<file path="config.mk">
export PLATFORM = sky130hd
export DESIGN_NAME = uart_rx_core
export DESIGN_NICKNAME = d
export VERILOG_FILES = /design/src/rtl/uart_rx_core.sv
export SDC_FILE = /design/constraint.sdc
export NUM_CORES = 1
export LEC_CHECK = 0
export BUFFER_PORTS_ARGS = -buffer_cell sky130_fd_sc_hd__buf_2
export CAP_MARGIN = 20
export CORE_MARGIN = 3
export CORE_UTILIZATION = 59
export DETAILED_ROUTE_END_ITERATION = 6
export MAX_ROUTING_LAYER = met4
export PLACE_DENSITY = 0.79
export SLEW_MARGIN = 20
export SYNTH_ARGS = -nofsm -noshare
export SYNTH_HDL_FRONTEND = slang
export SYNTH_SLANG_ARGS = --single-unit
</file>
<file path="constraint.sdc">
create_clock -name clk -period 2.8 [get_ports clk]
set_input_delay 0.7 -clock clk [delete_from_list [all_inputs] [get_ports clk]]
set_output_delay 0.7 -clock clk [all_outputs]
set_load 0.1 [all_outputs]
</file>
<file path="src/rtl/uart_rx_core.sv">
// uart_rx_core: oversampling UART receiver.
// Recovers start / data (LSB first) / optional parity / stop frames from RX_IN,
// votes each bit from three samples around the bit centre, and reports each
// frame as either a good byte (data_valid) or an error pulse (par_err/stp_err).
module uart_rx_core #(
    parameter int DATA_WIDTH = 8,
    parameter int PRESC_W    = 6
) (
    input  logic                  clk,
    input  logic                  RST,
    input  logic                  RX_IN,
    input  logic                  PAR_EN,
    input  logic                  PAR_TYP,
    input  logic [PRESC_W-1:0]    Prescale,
    output logic [DATA_WIDTH-1:0] P_DATA,
    output logic                  data_valid,
    output logic                  par_err,
    output logic                  stp_err
);

    localparam int BIT_W = (DATA_WIDTH > 1) ? $clog2(DATA_WIDTH) : 1;

    typedef enum logic [2:0] {
        IDLE   = 3'd0,
        START  = 3'd1,
        DATA   = 3'd2,
        PARITY = 3'd3,
        STOP   = 3'd4
    } state_t;

    state_t                  state_reg;
    logic [PRESC_W-1:0]      edge_cnt_reg;
    logic [BIT_W-1:0]        bit_cnt_reg;
    logic [PRESC_W-1:0]      presc_reg;
    logic                    par_en_reg;
    logic                    par_typ_reg;
    logic                    par_mm_reg;
    logic [DATA_WIDTH-1:0]   shift_reg;

    // Per-frame timing points derived from the prescale latched at frame start.
    logic [PRESC_W-1:0]      half_edge;
    logic [PRESC_W-1:0]      last_edge;
    logic                    bit_end;
    logic [2:0]              sample_vec;
    logic                    bit_value;

    assign half_edge = presc_reg >> 1;
    assign last_edge = presc_reg - PRESC_W'(1);
    assign bit_end   = (edge_cnt_reg == last_edge);

    // Three samples taken on consecutive clocks centred on the middle of the bit.
    genvar gi;
    generate
        for (gi = 0; gi < 3; gi++) begin : g_sample
            logic [PRESC_W-1:0] sample_edge;
            logic               smp_reg;

            assign sample_edge = half_edge + PRESC_W'(gi) - PRESC_W'(1);

            // Capture RX_IN when the bit-period counter reaches this sample point.
            always_ff @(posedge clk or negedge RST) begin
                if (!RST) begin
                    smp_reg <= 1'b1;
                end else if ((state_reg != IDLE) && (edge_cnt_reg == sample_edge)) begin
                    smp_reg <= RX_IN;
                end
            end

            assign sample_vec[gi] = smp_reg;
        end
    endgenerate

    // 2-of-3 vote rejects a single-clock glitch on any one sample.
    assign bit_value = (sample_vec[0] & sample_vec[1]) |
                       (sample_vec[0] & sample_vec[2]) |
                       (sample_vec[1] & sample_vec[2]);

    // Frame FSM with bit-period counter, shift register and registered result pulses.
    always_ff @(posedge clk or negedge RST) begin
        if (!RST) begin
            state_reg    <= IDLE;
            edge_cnt_reg <= '0;
            bit_cnt_reg  <= '0;
            presc_reg    <= PRESC_W'(8);
            par_en_reg   <= 1'b0;
            par_typ_reg  <= 1'b0;
            par_mm_reg   <= 1'b0;
            shift_reg    <= '0;
            P_DATA       <= '0;
            data_valid   <= 1'b0;
            par_err      <= 1'b0;
            stp_err      <= 1'b0;
        end else begin
            // Result outputs are single-cycle pulses unless set below.
            data_valid <= 1'b0;
            par_err    <= 1'b0;
            stp_err    <= 1'b0;

            if (state_reg == IDLE) begin
                edge_cnt_reg <= '0;
                bit_cnt_reg  <= '0;
            end else if (bit_end) begin
                edge_cnt_reg <= '0;
            end else begin
                edge_cnt_reg <= edge_cnt_reg + PRESC_W'(1);
            end

            case (state_reg)
                IDLE: begin
                    if (!RX_IN) begin
                        // The detecting clock is position 0 of the start bit.
                        state_reg    <= START;
                        edge_cnt_reg <= PRESC_W'(1);
                        presc_reg    <= Prescale;
                        par_en_reg   <= PAR_EN;
                        par_typ_reg  <= PAR_TYP;
                        par_mm_reg   <= 1'b0;
                    end
                end

                START: begin
                    if (bit_end) begin
                        // A start bit that votes high was line noise: drop it silently.
                        state_reg <= bit_value ? IDLE : DATA;
                    end
                end

                DATA: begin
                    if (bit_end) begin
                        shift_reg <= {bit_value, shift_reg[DATA_WIDTH-1:1]};
                        if (bit_cnt_reg == BIT_W'(DATA_WIDTH - 1)) begin
                            bit_cnt_reg <= '0;
                            state_reg   <= par_en_reg ? PARITY : STOP;
                        end else begin
                            bit_cnt_reg <= bit_cnt_reg + BIT_W'(1);
                        end
                    end
                end

                PARITY: begin
                    if (bit_end) begin
                        // Even parity bit equals XOR of data; odd parity is its inverse.
                        par_mm_reg <= bit_value ^ (^shift_reg) ^ par_typ_reg;
                        state_reg  <= STOP;
                    end
                end

                STOP: begin
                    if (bit_end) begin
                        state_reg <= IDLE;
                        if (bit_value && !par_mm_reg) begin
                            P_DATA     <= shift_reg;
                            data_valid <= 1'b1;
                        end else if (par_mm_reg) begin
                            par_err <= 1'b1;
                            stp_err <= ~bit_value;
                        end else begin
                            stp_err <= 1'b1;
                        end
                    end
                end

                default: begin
                    state_reg <= IDLE;
                end
            endcase
        end
    end

endmodule

</file>
==> results of run 1 <==
## path summary, 6_finish.rpt
check	startpoint	end	cells after the start
max	presc_reg[1]	shift_reg[6]	9
min	P_DATA[4]	P_DATA[4]	1
max reg2reg	presc_reg[1]	shift_reg[6]	9
min reg2reg	P_DATA[4]	P_DATA[4]	1
max in group asynchronous	RST	presc_reg[0]	1
min in group asynchronous	RST	edge_cnt_reg[2]	1
## worst max-delay path, delay by kind of cell, from the launching register on
kind	cells	cell delay, ps
mux	1	310
buf+inv	3	570
flops	1	450
fa+ha+maj	1	290
simple gates	3	500
compound gates	1	370
## placed cells by master (no fill, tap or decap), types with 6 or more instances in the layout
cell type  count
buf_2         21
dfrtp_1       39
ha_1           7
mux2_1         9
mux2_2         9
mux2_4         7
nand2_1       13
nand3_1        7
nor2_1         6
nor3_1         7
xnor2_1       15
xor2_1        14
## stage by stage
step / power [W] / instances / utilization (%) / setup slack (ps)
2_1_floorplan: 0.00193 / 210 / - / 386
3_3_place_gp: 0.00209 / 269 / 66.7 / 294
3_5_place_dp: 0.00215 / 269 / 66.7 / 162
4_1_cts: 0.00254 / 277 / 68.9 / 135
5_1_grt: 0.00273 / 277 / 69.0 / 25.1
6_report: 0.00253 / 277 / 69.0 / 178
## logic make-up after synthesis
| logic type | Yosys count | share of synthesized area (%) |
|---|---|---|
| AO/OA/AOI/OAI | 20 | 6.78 |
| AND/OR/NAND/NOR | 60 | 14.4 |
| XOR/XNOR | 30 | 11.2 |
| flip-flops | 43 | 44.7 |
| adder cells (fa/ha/maj) | 8 | 4.04 |
| buffers and inverters | 19 | 3.99 |
| multiplexers | 30 | 14.8 |
## per-layer routing
metal  track usage (%)  wire length, um
met3              4.60              237
met4              5.53               24
met5                 -                0
met2              33.1             2250
met1              26.7             2020
## power breakdown
part	switching [W]	internal [W]	total, W
Sequential	0.000248	0.000787	0.00104
Clock	0.000211	0.000174	0.000386
Combinational	0.000563	0.000547	0.00111
Total	0.00102	0.00151	0.00253
## area by class of cell
class	count	share of cell area [%]
multi-input combinational	148	47.4
sequential	43	41.2
timing repair buffer	25	5.16
clock buffer	6	2.77
tap	48	2.29
inverter	5	0.716
clock inverter	2	0.477
==> flow_summary_export.csv, run 1 <==
group,metric,value,unit
cells_and_area,area_growth,8.49,%
die,fp.dieArea,4900,um2
timing,fin_crit_sh,93.7,%
clock_tree,cts_setup_buffers,0,
min_path,min_path_type,"flip-flop to flip-flop",
timing,clock_skew,10.6,ps
die,io-pin-count,22,
synthesis,ys_async_sr_fraction,100,%
synthesis,seq_area_frac_synth,44.7,%
routing,num_vias,1584,
die,core,3800,um2
worst_setup_path,cp-start-kind,"flip-flop",
synthesis,yosys-top-cells-area,"dfrtp_1, xnor2_1, xor2_1",
pwr,peakVddDrop,0.000690,V
timing,relSlewSlack,38.2,%
synthesis,syn-cell-area,2420,um2
clock_tree,ctsHoldBuffers,0,
routing,drc,0,
place,placed_area,2530,um2
synthesis,synth_edf_count,0,
cells_and_area,layout-drive-gt1-share,27.5,%
timing,min_period,2620,ps
synthesis,syn-num-nets,228,
routing,ant_nets,0,
timing,grt_setup_unrepaired,"no",
cells_and_area,fin_area,2620,um2
die,die_x,70.0,um
synthesis,yosysTopAreaCellShare,40.4,%
synthesis,synth_flop_cell,"dfrtp_1",
routing,wl,4530,um
pwr,leakage,1.28,nW
flow_run,maxCapViolations,0,
cells_and_area,antenna_cells,0,
timing,tightest_slew,927,ps
worst_setup_path,r2r_slack,180,ps
clock_tree,insertion_delay,300,ps
timing,maxSlewViolCount,0,
routing,vias_per_cell,5.72,
worst_setup_path,endpoint_kind,"flip-flop",
place,routabilityCongestion,0.931,
global_route,first_global_vias,1678,
routing,drt_pre_antenna_iters,4,
synthesis,ys_types,51,
place,hpwl,3350,um
die,die_h,70.0,um
global_route,antenna_found_initial,0,
global_route,grt_pass1_wl,7850,um
cells_and_area,final_nets,246,
pwr,power_density,965,nW/um2
clock_tree,cts_resized,0,
worst_setup_path,crit_path_frequent_cell,"buf_4",
clock_tree,cts_tree,"done",
timing,hold_violations,0,
global_route,grt_overflow,0,
global_route,grt_max_degree,44,
clock_tree,clk_pin_slew_worst_paths,90,ps
worst_setup_path,cp_slowest_cell,"dfrtp_1",
timing,fmax,0.381,GHz
die,rows,22,
worst_setup_path,crit_chain,"inv_1, ha_1, nor3b_4, nand3_2, a2111oi_4, buf_4, nand4b_2, buf_4, mux2_4",
timing,timing.hold.ws,484,ps
worst_setup_path,arrival,2800,ps
cells_and_area,final.fill_count,292,
synthesis,synth-seq-cells,43,
worst_setup_path,cp.required,2980,ps
clock_tree,numCtsBuffers,5,
synthesis,yosys.area.top_type,"dfrtp_1",
synthesis,syn_area_per_cell,11.5,um2
global_route,grt.total_usage,20.6,%
die,start_util,63.6,%
synthesis,ys_warn_count,0,
worst_setup_path,path_max_fanout,11,
cells_and_area,seq_area,1080,um2
synthesis,ys_top_cells_by_count,"dfrtp_1, xnor2_1, xor2_1",
cells_and_area,multi_input_area,1240,um2
synthesis,yosysMostFrequentCell,"dfrtp_1",
timing,setup-tns-final,0,ps
clock_tree,htreeDepth,2,
timing,setup_viol,0,
clock_tree,cts-root-buf,"clkbuf_8",
clock_tree,clockBufferDepth,2,
synthesis,synth_cells,210,
worst_setup_path,critPathMaxStageDelay,450,ps
routing,wl_per_cell,16.4,um
routing,drtIter0Drc,76,
clock_tree,cts_sinks,43,
worst_setup_path,crit_type,"flip-flop to flip-flop",
run_status,status,"complete, no violations",
place,portBuffers,21,
No activity file was read; power rests on OpenSTA's default activity.
==> inputs of run 2 (changes only) <==
--- a/config.mk
+++ b/config.mk
@@ -5,6 +5,7 @@
 export SDC_FILE = /design/constraint.sdc
 export NUM_CORES = 1
 export LEC_CHECK = 0
+export ABC_AREA = 1
 export BUFFER_PORTS_ARGS = -buffer_cell sky130_fd_sc_hd__buf_2
 export CAP_MARGIN = 20
 export CORE_MARGIN = 3
==> run 2 against run 1 <==
Wire length rose by 9.4%. Worst hold slack got worse by 180 ps. Utilization rose by 0.67 points. First-iteration DRC count rose by 63%. Maximum frequency rose by 24%. Via count rose by 27%. Cell count rose by 39%. Count of clock-buffer cells in the layout rose by 1. Sequential share of layout area fell by 0.98 points. Global-route usage rose by 2.0 points. Sequential power fell by 13%. Total power fell by 8.2%.
==> flow_summary_export.csv, run 2 <==
group,metric,value,unit
synthesis,synth-seq-cells,43,
clock_tree,clockBufferDepth,2,
pwr,leakage,1.39,nW
flow_run,maxCapViolations,0,
timing,hold_violations,0,
routing,drc,0,
pwr,p_switching,0.00100,W
pwr,power.share.combinational,44.8,%
global_route,top_usage_layer,"met2",
min_path,min_path_type,"primary input to async pin",
timing,clock_skew,8.53,ps
cells_and_area,final.fill_count,326,
worst_setup_path,r2r_slack,690,ps
synthesis,syn-num-nets,332,
pwr,power_density,865,nW/um2
cells_and_area,antenna_cells,0,
worst_setup_path,rr_startpoint,"presc_reg[1]",
worst_setup_path,arrival,2270,ps
timing,fin_crit_sh,75.5,%
global_route,first_global_vias,2041,
die,die_h,70.7,um
worst_setup_path,regToRegEndpoint,"shift_reg[7]",
die,core,3850,um2
worst_setup_path,path_max_fanout,22,
clock_tree,cts_sinks,43,
die,fp.dieArea,5000,um2
synthesis,yosysMostFrequentCell,"nand2_1",
synthesis,syn-cell-area,2470,um2
routing,ant_nets,0,
place,portBuffers,21,
die,rows,22,
synthesis,syn_area_per_cell,7.86,um2
synthesis,yosys.area.top_type,"dfrtp_1",
global_route,antenna_found_initial,0,
global_route,grt_pass1_wl,8960,um
synthesis,synth_flop_cell,"dfrtp_1",
worst_setup_path,cp-start-kind,"flip-flop",
clock_tree,numCtsBuffers,5,
clock_tree,cts_resized,0,
synthesis,ys_warn_count,0,
pwr,power_frac_clock,16.0,%
global_route,grt_overflow,0,
clock_tree,cts-root-buf,"clkbuf_8",
global_route,met1_usage,31.8,%
pwr,power_frac_seq,39.1,%
pwr,peakVddDrop,0.000533,V
routing,vias_per_cell,5.20,
synthesis,yosys-top-cells-area,"dfrtp_1, nand2_1, inv_1",
synthesis,synth_cells,314,
routing,drtIter0Drc,124,
place,hpwl,3760,um
cells_and_area,final_common_cell,"nand2_1",
place,routabilityCongestion,0.995,
synthesis,ys_types,35,
run_status,status,"complete, no violations",
worst_setup_path,cp.required,2950,ps
cells_and_area,fin_cells,386,
pwr,power,0.00232,W
timing,tightest_slew,672,ps
clock_tree,clk_pin_slew_worst_paths,80,ps
routing,wl_per_cell,12.8,um
clock_tree,cts_setup_buffers,0,
clock_tree,insertion_delay,290,ps
worst_setup_path,reg2reg_depth,10,
cells_and_area,final_util,69.7,%
worst_setup_path,crit_type,"flip-flop to flip-flop",
timing,setup-tns-final,0,ps
worst_setup_path,endpoint_kind,"flip-flop",
cells_and_area,most-common-layout-cells,"nand2_1, dfrtp_1, inv_1",
timing,min_period,2110,ps
global_route,grt.total_usage,22.7,%
routing,wl,4950,um
synthesis,yosysTopAreaCellShare,39.5,%
global_route,use_met2,32.7,%
clock_tree,htreeDepth,2,
timing,fmax,0.473,GHz
clock_tree,ctsHoldBuffers,0,
timing,maxSlewViolCount,0,
global_route,grt_use_met3,4.40,%
cells_and_area,layout-drive-gt1-share,17.2,%
pwr,internal_power,0.00132,W
timing,grt_setup_unrepaired,"no",
die,start_util,64.1,%
pwr,switching_share,43.2,%
cells_and_area,final_nets,355,
timing,timing.hold.ws,304,ps
die,die_x,70.7,um
synthesis,ys_top_cells_by_count,"nand2_1, dfrtp_1, inv_1",
global_route,grt_max_degree,30,
timing,setup_viol,0,
routing,drt_pre_antenna_iters,5,
routing,num_vias,2007,
clock_tree,cts_tree,"done",
timing,relSlewSlack,55.1,%
die,io-pin-count,22,
synthesis,synth_edf_count,0,
cells_and_area,area_growth,8.77,%
synthesis,ys_async_sr_fraction,100,%
synthesis,seq_area_frac_synth,43.8,%
place,dp_cells,378,
[run 2: cell types whose count changed in the layout (fill, tap and decap cells not counted), moves of 9 or more]
cell	delta
nand2_1	+75
nor2_1	+23
nand3_1	+12
mux2_2	-9
o21ai_0	+12
inv_1	+26
mux2_1	-9
[run 2: cells by family (layout without fill, tap and decap cells)]
group,Yosys count,after routing,share of synthesized area [%]
AND/OR/NAND/NOR,157,157,27.8
buffers and inverters,46,70,7.70
XOR/XNOR,17,17,6.34
flip-flops,43,43,43.8
adder cells (fa/ha/maj),7,7,3.55
AO/OA/AOI/OAI,44,44,10.8
[run 2: through the flow]
stage               setup slack [ps]  instance area [um2]
floorplan                        947                 2470
global route                     461                 2690
global placement                 836                 2600
finish                           687                 2690
detailed placement               704                 2600
CTS                              687                 2690
[run 2: worst max-delay path by stage]
stage              endpoint  slack (ps)  cells past startpoint    startpoint
2_1_floorplan     P_DATA[6]         950                     13  presc_reg[1]
3_3_place_gp   shift_reg[2]         840                     10  presc_reg[1]
3_5_place_dp   shift_reg[7]         700                     10  presc_reg[1]
4_1_cts        shift_reg[7]         690                     10  presc_reg[1]
5_1_grt        shift_reg[7]         460                     12  presc_reg[1]
6_report       shift_reg[7]         690                     10  presc_reg[1]
[run 2: worst max-delay path, stage by stage (launching register included)]
cell and delay, ps:
dfrtp_1 420, inv_1 190, ha_1 280, nand2_1 80, nand2_1 60, nor2_1 110, nand3_2 100, nor2_4 140
nand2_4 90, nor2_4 350, o21ai_0 150
[run 2: layout make-up]
type                    instances  area [um2]  share of cell area, %
clock buffers                   7        76.3                   2.84
clock inverters                 1        5.00                  0.186
inverters                      40         153                   5.68
multi-input cells             225        1200                   44.6
flip-flops and latches         43        1080                   40.3
well taps                      48        60.1                   2.24
repair buffers                 22         113                   4.19
[run 2: power by group through the flow]
stage / registers, W / logic (W) / clock network, W
2_1_floorplan: 0.000868 / 0.000842 / 0
3_3_place_gp: 0.000912 / 0.00101 / 0
3_5_place_dp: 0.000920 / 0.00102 / 0
4_1_cts: 0.000907 / 0.00103 / 0.000383
5_1_grt: 0.000933 / 0.00120 / 0.000411
6_report: 0.000909 / 0.00104 / 0.000372
[run 2: layer usage]
metal | wire [um] | up-vias | part of all wire, %
li1 | - | 1047 | -
met1 | 2420 | 908 | 49
met2 | 2230 | 47 | 45
met3 | 258 | 5 | 5.2
met4 | 44 | 0 | 0.89
met5 | 0 | - | 0
